<file path="config.mk">
export PLATFORM = sky130hd
export DESIGN_NAME = cell_probe_timer
export DESIGN_NICKNAME = d
export VERILOG_FILES = /design/src/rtl/cell_probe_pkg.sv /design/src/rtl/probe_sync_edge.sv /design/src/rtl/cell_probe_timer.sv
export SDC_FILE = /design/constraint.sdc
export NUM_CORES = 1
export LEC_CHECK = 0
export CORE_ASPECT_RATIO = 2
export CORE_MARGIN = 2
export CORE_UTILIZATION = 53
export CTS_CLUSTER_DIAMETER = 40
export DETAILED_ROUTE_END_ITERATION = 6
export GPL_TIMING_DRIVEN = 1
export PLACE_DENSITY = 0.86
export SLEW_MARGIN = 20
export SYNTH_ARGS = -nofsm -noshare
export SYNTH_HDL_FRONTEND = slang
export SYNTH_SLANG_ARGS = --single-unit
</file>
<file path="constraint.sdc">
create_clock -name clk -period 2.4 [get_ports clk]
set_input_delay 0.36 -clock clk [delete_from_list [all_inputs] [get_ports clk]]
set_output_delay 0.36 -clock clk [all_outputs]
set_load 0.02 [all_outputs]
</file>
<file path="src/rtl/cell_probe_pkg.sv">
// Shared encodings for the cell probe timer: command opcodes and FSM states.
package cell_probe_pkg;

    typedef enum logic [1:0] {
        OP_SET_CH   = 2'b00,
        OP_SET_GATE = 2'b01,
        OP_START    = 2'b10,
        OP_ABORT    = 2'b11
    } cmd_op_e;

    typedef enum logic [1:0] {
        ST_IDLE,
        ST_SETTLE,
        ST_GATE,
        ST_DONE
    } state_e;

endpackage

</file>
<file path="src/rtl/probe_sync_edge.sv">
// Brings an asynchronous probe into the clk domain and flags its rising edges.
module probe_sync_edge #(
    parameter int unsigned SYNC_STG = 2
) (
    input  logic clk,
    input  logic rst_n,
    input  logic i_sig,
    output logic o_level,
    output logic o_rise
);

    logic [SYNC_STG-1:0] r_sync;
    logic                r_prev;

    always_ff @(posedge clk or negedge rst_n) begin
        if (!rst_n) begin
            r_sync <= '0;
            r_prev <= 1'b0;
        end else begin
            r_sync <= {r_sync[SYNC_STG-2:0], i_sig};
            r_prev <= r_sync[SYNC_STG-1];
        end
    end

    assign o_level = r_sync[SYNC_STG-1];
    assign o_rise  = r_sync[SYNC_STG-1] & ~r_prev;

endmodule

</file>
<file path="src/rtl/cell_probe_timer.sv">
// Multi-channel edge-count timer: picks one probe, synchronises it and counts its
// rising edges over a programmable gate window into a saturating, byte-readable count.
module cell_probe_timer
    import cell_probe_pkg::*;
#(
    parameter int unsigned N_CH     = 8,
    parameter int unsigned CNT_W    = 16,
    parameter int unsigned GATE_W   = 12,
    parameter int unsigned GATE_DEF = 256,
    parameter int unsigned SYNC_STG = 2,
    localparam int unsigned N_BYTES = CNT_W / 8,
    localparam int unsigned RS_W    = (N_BYTES > 1) ? $clog2(N_BYTES) : 1
) (
    input  logic              clk,
    input  logic              rst_n,
    input  logic [N_CH-1:0]   i_sig,
    input  logic              i_cmd_valid,
    input  logic [1:0]        i_cmd_op,
    input  logic [GATE_W-1:0] i_cmd_data,
    input  logic [RS_W-1:0]   i_rd_sel,
    output logic              o_busy,
    output logic              o_done,
    output logic              o_overflow,
    output logic              o_cmd_err,
    output logic [CNT_W-1:0]  o_count,
    output logic [7:0]        o_rd_byte
);

    localparam int unsigned CH_W  = $clog2(N_CH);
    localparam int unsigned SET_W = $clog2(SYNC_STG + 2);
    localparam int unsigned TMR_W = (GATE_W > SET_W) ? GATE_W : SET_W;
    localparam logic [CNT_W-1:0] CNT_MAX = '1;

    state_e            r_state;
    logic [CH_W-1:0]   r_ch;
    logic [GATE_W-1:0] r_gate;
    logic [TMR_W-1:0]  r_tmr;
    logic [CNT_W-1:0]  r_count;
    logic              r_overflow;
    logic              r_busy;
    logic              r_done;
    logic              r_cmd_err;

    cmd_op_e w_op;
    logic    w_probe;
    logic    w_rise;
    logic    w_level_unused;
    logic    w_ch_ok;
    logic    w_gate_ok;
    logic    w_abort;

    assign w_op      = cmd_op_e'(i_cmd_op);
    assign w_probe   = i_sig[r_ch];
    assign w_ch_ok   = i_cmd_data < GATE_W'(N_CH);
    assign w_gate_ok = i_cmd_data != '0;
    assign w_abort   = i_cmd_valid && (w_op == OP_ABORT);

    // Single synchroniser after the mux; SETTLE flushes it after a channel change.
    probe_sync_edge #(
        .SYNC_STG (SYNC_STG)
    ) u_sync (
        .clk     (clk),
        .rst_n   (rst_n),
        .i_sig   (w_probe),
        .o_level (w_level_unused),
        .o_rise  (w_rise)
    );

    always_ff @(posedge clk or negedge rst_n) begin
        if (!rst_n) begin
            r_state    <= ST_IDLE;
            r_ch       <= '0;
            r_gate     <= GATE_W'(GATE_DEF);
            r_tmr      <= '0;
            r_count    <= '0;
            r_overflow <= 1'b0;
            r_busy     <= 1'b0;
            r_done     <= 1'b0;
            r_cmd_err  <= 1'b0;
        end else begin
            r_done    <= 1'b0;
            r_cmd_err <= 1'b0;
            case (r_state)
                ST_IDLE, ST_DONE: begin
                    r_state <= ST_IDLE;
                    if (i_cmd_valid) begin
                        unique case (w_op)
                            OP_SET_CH: begin
                                if (r_state == ST_IDLE && w_ch_ok) r_ch <= i_cmd_data[CH_W-1:0];
                                else r_cmd_err <= 1'b1;
                            end
                            OP_SET_GATE: begin
                                if (r_state == ST_IDLE && w_gate_ok) r_gate <= i_cmd_data;
                                else r_cmd_err <= 1'b1;
                            end
                            OP_START: begin
                                r_state    <= ST_SETTLE;
                                r_busy     <= 1'b1;
                                r_tmr      <= TMR_W'(SYNC_STG);
                                r_count    <= '0;
                                r_overflow <= 1'b0;
                            end
                            OP_ABORT: ;
                        endcase
                    end
                end
                ST_SETTLE, ST_GATE: begin
                    // ABORT wins over a same-cycle edge or gate expiry.
                    if (w_abort) begin
                        r_state    <= ST_IDLE;
                        r_busy     <= 1'b0;
                        r_count    <= '0;
                        r_overflow <= 1'b0;
                    end else begin
                        r_cmd_err <= i_cmd_valid;
                        if (r_state == ST_SETTLE) begin
                            if (r_tmr == '0) begin
                                r_state <= ST_GATE;
                                r_tmr   <= TMR_W'(r_gate) - TMR_W'(1);
                            end else begin
                                r_tmr <= r_tmr - TMR_W'(1);
                            end
                        end else begin
                            if (w_rise) begin
                                if (r_count == CNT_MAX) r_overflow <= 1'b1;
                                else r_count <= r_count + CNT_W'(1);
                            end
                            if (r_tmr == '0) begin
                                r_state <= ST_DONE;
                                r_busy  <= 1'b0;
                                r_done  <= 1'b1;
                            end else begin
                                r_tmr <= r_tmr - TMR_W'(1);
                            end
                        end
                    end
                end
                default: r_state <= ST_IDLE;
            endcase
        end
    end

    always_comb begin
        o_rd_byte = 8'h00;
        for (int b = 0; b < N_BYTES; b++) begin
            if (i_rd_sel == RS_W'(b)) o_rd_byte = r_count[8*b +: 8];
        end
    end

    assign o_busy     = r_busy;
    assign o_done     = r_done;
    assign o_overflow = r_overflow;
    assign o_cmd_err  = r_cmd_err;
    assign o_count    = r_count;

endmodule
</file>
# Word level (Yosys, flattened, before mapping)
# Index checks and enable logic that the tools add are counted.
dict set report totals {
  reg_bits 52
  latchBits 0
  ramBits 0
  rom_bits 0
  in_bits 26
  output_inout_bits 28
  memories 0
}
dict set report classes {
  add_sub_neg 3
  mul 0
  n_div 0
  magnitude_cmp 2
  eq_ne 16
  n_shift 0
  muxes 47
  n_bitwise 2
  reduce_logical 15
}
# operator count
set ops {}
lappend ops {{$mux 16} 6}
lappend ops {{$mux 12} 6}
lappend ops {{$pmux 16 s2} 1}
lappend ops {{$pmux 12 s2} 1}
lappend ops {{$sub 12x1->12 const B} 2}
lappend ops {{$mux 1} 22}
lappend ops {{$add 16x1->16 const B} 1}
lappend ops {{$eq 16x16->1 const B} 1}
lappend ops {{$reduce_and 4->1} 4}
lappend ops {{$ne 3x3->1 const B} 5}
lappend ops {{$logic_not 12->1} 1}
lappend ops {{$lt 12x4->1 const B} 1}
lappend ops {{$reduce_bool 12->1} 1}
lappend ops {{$reduce_and 5->1} 2}
lappend ops {{$eq 2x2->1 const B} 4}
lappend ops {{$mux 2} 4}
lappend ops {{$mux 8} 1}
lappend ops {{$pmux 1 s2} 4}
lappend ops {{$eq 2x1->1 const B} 2}
lappend ops {{$logic_not 2->1} 2}
lappend ops {{$lt 3x4->1 const B} 1}
lappend ops {{$ne 2x2->1 const B} 2}
lappend ops {{$pmux 2 s2} 1}
lappend ops {{$reduce_or 2->1} 2}
lappend ops {{6 further kinds} 8}

# Depth between registers and ports, before layout
dict set report depth {
  word_depth 6
  depth_mapped 9
  mapped_depth_nobuf 7
}

# Cells and area by module
# From an unflattened synthesis, not the netlist that was laid out.
dict set report unflattened {
  cells_unflattened 325
  area_unflattened_um2 3105.5
}
# mod instances cells_each area_per_inst_um2 seq_area_each_um2
set modules_own_cells {}
lappend modules_own_cells {cell_probe_timer 1 321 3016.6 1227.4}
lappend modules_own_cells {probe_sync_edge 1 4 88.8 75.1}

# Worst setup path before layout
# Ideal clock, no wire load.
dict set report synth_path {
  path_kind {register -> register}
  from {register r_state[0]}
  to {register r_gate[0]}
  arrival_ns 2.026
  t_required_ns 2.275
  slack_ns 0.249
  path_stages_with_launch 9
  cell_sequence {dfrtp_1 -> inv_1 -> ha_1 -> clkbuf_8 -> and3b_1 -> o41ai_1 -> nor3b_1 -> buf_2 -> mux2_2}
}
dict set report synth_via {
  elab_chain_len 3
  word_cells_on_any_way 5
  classes_between {eq/ne (1); reduce/logical (4)}
}
# element line_no
set synth_lines {}
lappend synth_lines {{from (decl)} cell_probe_timer.sv:34} ;# state_e r_state;
lappend synth_lines {{from (signal assigned)} cell_probe_timer.sv:71} ;# r_state <= ST_IDLE;
lappend synth_lines {{from (signal assigned)} cell_probe_timer.sv:85} ;# r_state <= ST_IDLE;
lappend synth_lines {{from (signal assigned)} cell_probe_timer.sv:97} ;# r_state <= ST_SETTLE;
lappend synth_lines {{$eq 2x2->1 or $logic_not 2->1 (tied branches)} {cell_probe_timer.sv:83, cell_probe_timer.sv:93}}
lappend synth_lines {{$reduce_or 2->1 or $logic_and 1x1->1 (tied branches)} {cell_probe_timer.sv:83, cell_probe_timer.sv:93}}
lappend synth_lines {{$reduce_and 4->1 (no source line) *} n/a}
lappend synth_lines {{to (signal assigned)} cell_probe_timer.sv:73} ;# r_gate <= GATE_W'(GATE_DEF);
lappend synth_lines {{to (signal assigned)} cell_probe_timer.sv:93} ;# if (r_state == ST_IDLE && w_gate_ok) r_gate <= i_cmd_data;
lappend synth_lines {{to (decl)} cell_probe_timer.sv:36} ;# logic [GATE_W-1:0] r_gate;
# Every way passes the cells marked *; elsewhere a longest branch is shown, timed or not.
# A chain may end at the register's enable or synchronous reset.

# Final worst setup path
dict set report layout_path {
  from {input i_rd_sel}
  to {output o_rd_byte[6]}
}
dict set report layout_via {
  elab_chain_len 1
}
# element line_no
set layout_lines {}
lappend layout_lines {{from (decl)} cell_probe_timer.sv:20} ;# input logic [RS_W-1:0] i_rd_sel,
lappend layout_lines {{$mux 8} cell_probe_timer.sv:146} ;# if (i_rd_sel == RS_W'(b)) o_rd_byte = r_count[8*b +: 8];
lappend layout_lines {{to (decl)} cell_probe_timer.sv:26} ;# output logic [7:0] o_rd_byte
# No other way between the ends.

==> impl_metrics.tcl <==
set metrics [dict create \
    status "complete, no violations" \
    postRouteAntennaNets 0 \
    dp_slack_ns 0.0216 \
    final_cell_mix "clkdlybuf4s50_1 (52), dfrtp_1 (51), buf_4 (33)" \
    regArea_um2 1300 \
    crit_chain "clkdlybuf4s50_1, mux2_2, clkdlybuf4s50_1" \
    clk_pin_slew_worst_paths_ns 0.07 \
    syn_area_um2 3080 \
    r2r-start "r_state[0]" \
    hold_violations 0 \
    fin_ws_ns 0.0784 \
    max_stage_delay_ns 0.67 \
    antennaDiodeCount 0 \
    gp_congestion 0.850 \
    critical_path_depth 3 \
    antenna_found_initial 0 \
    num-fill-cells 420 \
    timing.slew.headroom_pct 55.2 \
    die-area_um2 6480 \
    power.total_mw 3.49 \
    multiInputGateArea_um2 1690 \
    vias_per_cell 6.24 \
    cp_max_fo 8 \
    finalWirelength_um 8120 \
    placement.cell_area_um2 3860 \
    cts_hold_buf 0 \
    cts_setup_buffers 0 \
    synth_edf_count 0 \
    reg2reg_depth 7 \
    syn_to_final_growth_pct 30.9 \
    cp_slowest_cell "clkdlybuf4s50_1" \
    wl_per_cell_um 17.7 \
    ys_warn_count 0 \
    crit_arrival_ns 1.96 \
    worstMarginPinSlew_ns 0.667 \
    vias 2856 \
    p_seq_share_pct 37.4 \
    avgSynthCellArea_um2 9.78 \
    route.detailed.drc 0 \
    timing.rr.end "o_count[12]" \
    crit_end "o_rd_byte[6]" \
    peakVddDrop_mv 0.906 \
    grt_first_pass_wirelength_um 13600 \
    firstDrtPassIters 4 \
    yosysUniqueCellTypes 58 \
    critPathLaunch "i_rd_sel" \
    min_period_over_period_pct 96.7 \
    crit_family "buffers and inverters" \
    core_um2 5660 \
    grt_max_degree 23 \
    p_clk_share_pct 23.3 \
    regToRegSetupSlack_ns 0.13 \
    grt_usage_pct 27.1 \
    rsz0062_at_grt "no" \
    clock_sinks 52 \
    pin_count 54 \
    drv_slew 0 \
    cts_buffer_depth 2 \
    p_int_mw 2.23 \
    root_buffer "clkbuf_16" \
    combPwrFrac_pct 39.3 \
    hold_path_class "in2async" \
    syn_nets 347 \
    yosysSeqAreaShare_pct 42.3 \
    p_sw_mw 1.26 \
    clk_latency_ns 0.30 \
    grt_pass1_vias 2978 \
    crit_type "in2out" \
    post_cts_resized 0 \
    skew_ns 0.00541 \
    crit_buf_inv 2 \
    syn_inst 315 \
    finalSetupTns_ns 0 \
    hpwl_um 6230 \
    power.leakage_nw 1.72 \
    drv_cap 0 \
    cts_max_level 2 \
    die_h_um 112 \
    grt_overflow_total 0 \
    switching_share_pct 36.1 \
    fin_area_um2 4030 \
    cp_data_required_time_ns 2.04 \
    start_util_pct 54.4 \
    placement.io_buffers 53 \
    synth-async-reset-ratio_pct 100 \
    fin_util_pct 71.2 \
    cts_tree "built" \
    powerDensity_nw_per_um2 865 \
    drive_above_1_share_pct 19.9 \
    period_needed_ns 2.32 \
    worst_setup_path_end_kind "primary output" \
    synthFlopType "dfrtp_1" \
    rows 39 \
    clock.fmax_ghz 0.431 \
    finalSetupViolCount 0 \
    ys_seq_elements 52 \
    fin_nets 428 \
    path_common_cell "clkdlybuf4s50_1" \
    numCtsBuffers 5 \
    first_iter_violations 125 \
    die-width_um 57.9 \
    startpoint_type "input pin" \
    final_common_cell "clkdlybuf4s50_1" \
]
[worst min path at each step]
stage	endpoint	slack, ns
6_report	o_count[11]	0.01
5_1_grt	o_done	0.03
4_1_cts	o_count[11]	0.02
3_5_place_dp	o_count[2]	0.34
3_3_place_gp	u_sync.r_sync[1]	0.33
2_1_floorplan	o_busy	0.06
[worst reg2reg max path, delay by kind of cell, from the launching register on]
family	cells	cell delay (ns)
AND/OR/NAND/NOR	2	0.92
adder cells (fa/ha/maj)	1	0.44
AO/OA/AOI/OAI	3	0.41
flip-flops	1	0.37
buffers and inverters	1	0.05
[logic make-up (layout without fill, tap and decap cells)]
logic type,count (synthesis),in the layout,share of synthesized area [%]
compound gates,72,72,15.1
xor+xnor,17,17,4.83
fa+ha+maj,6,6,2.44
buf+inv,19,101,2.97
flops,52,52,42.3
mux,27,27,10.6
simple gates,122,122,21.8
[power by group through the flow]
| stage | Sequential, mW | Combinational, mW | Clock [mW] |
|---|---|---|---|
| floorplan | 1.28 | 0.861 | 0 |
| CTS | 1.29 | 1.36 | 0.831 |
| global route | 1.33 | 1.50 | 0.867 |
| global placement | 1.29 | 1.29 | 0 |
| detailed placement | 1.31 | 1.34 | 0 |
| finish | 1.30 | 1.37 | 0.814 |
[layer usage]
| layer | routed length, um | part of all wire (%) | track usage (%) |
|---|---|---|---|
| met4 | 374 | 4.6 | 16.3 |
| met2 | 4740 | 58 | 51.4 |
| met5 | 0 | 0 | 0 |
| met1 | 2740 | 34 | 25.9 |
| met3 | 261 | 3.2 | 3.60 |
[flip-flops by register name, indices dropped and copies added (netlist names), 2 cells and up]
| signal | flops |
|---|---|
| r_state | 2 |
| r_gate | 12 |
| r_ch | 3 |
| r_tmr | 12 |
| o_count | 16 |
| u_sync.r_sync | 2 |
[stage by stage]
step | cells | hold slack (ns)
after CTS | 458 | 0.0241
after floorplan | 315 | 0.0644
final | 458 | 0.0142
after detailed placement | 450 | 0.342
after global routing | 458 | 0.0333
after global placement | 450 | 0.333
[synth_stat cells, drive strengths merged (2+ instances only)]
master	number	area share (%)
o2bb2ai	3	0.85
nand4	6	1.7
and2	2	0.41
nand3b	3	0.73
and3	2	0.41
mux4	2	1.5
xor2	8	2.3
a21oi	12	1.9
dfrtp	51	41
or3	3	0.61
nor4	8	1.6
or4	8	2.0
nand3	17	2.8
clkbuf	9	1.4
nor3	9	1.5
nor2	24	2.9
xnor2	9	2.6
a211oi	4	0.97
a22o	5	1.4
buf	3	0.69
nand2	25	3.1
a31oi	2	0.41
nand4b	2	0.57
nand2b	2	0.41
o31ai	6	1.5
nor3b	3	0.73
ha	6	2.4
mux2	24	8.8
o211ai	4	0.97
o21ai	27	4.5
inv	7	0.85
[area by class of cell]
class	instances	area share, %
multi-input cells	244	41.8
flip-flops and latches	52	32.3
well taps	61	1.89
repair buffers	86	19.2
clock buffers	5	3.10
inverters	7	0.652
clock inverters	3	1.05
Note: power is estimated with default switching activity, not from simulation.
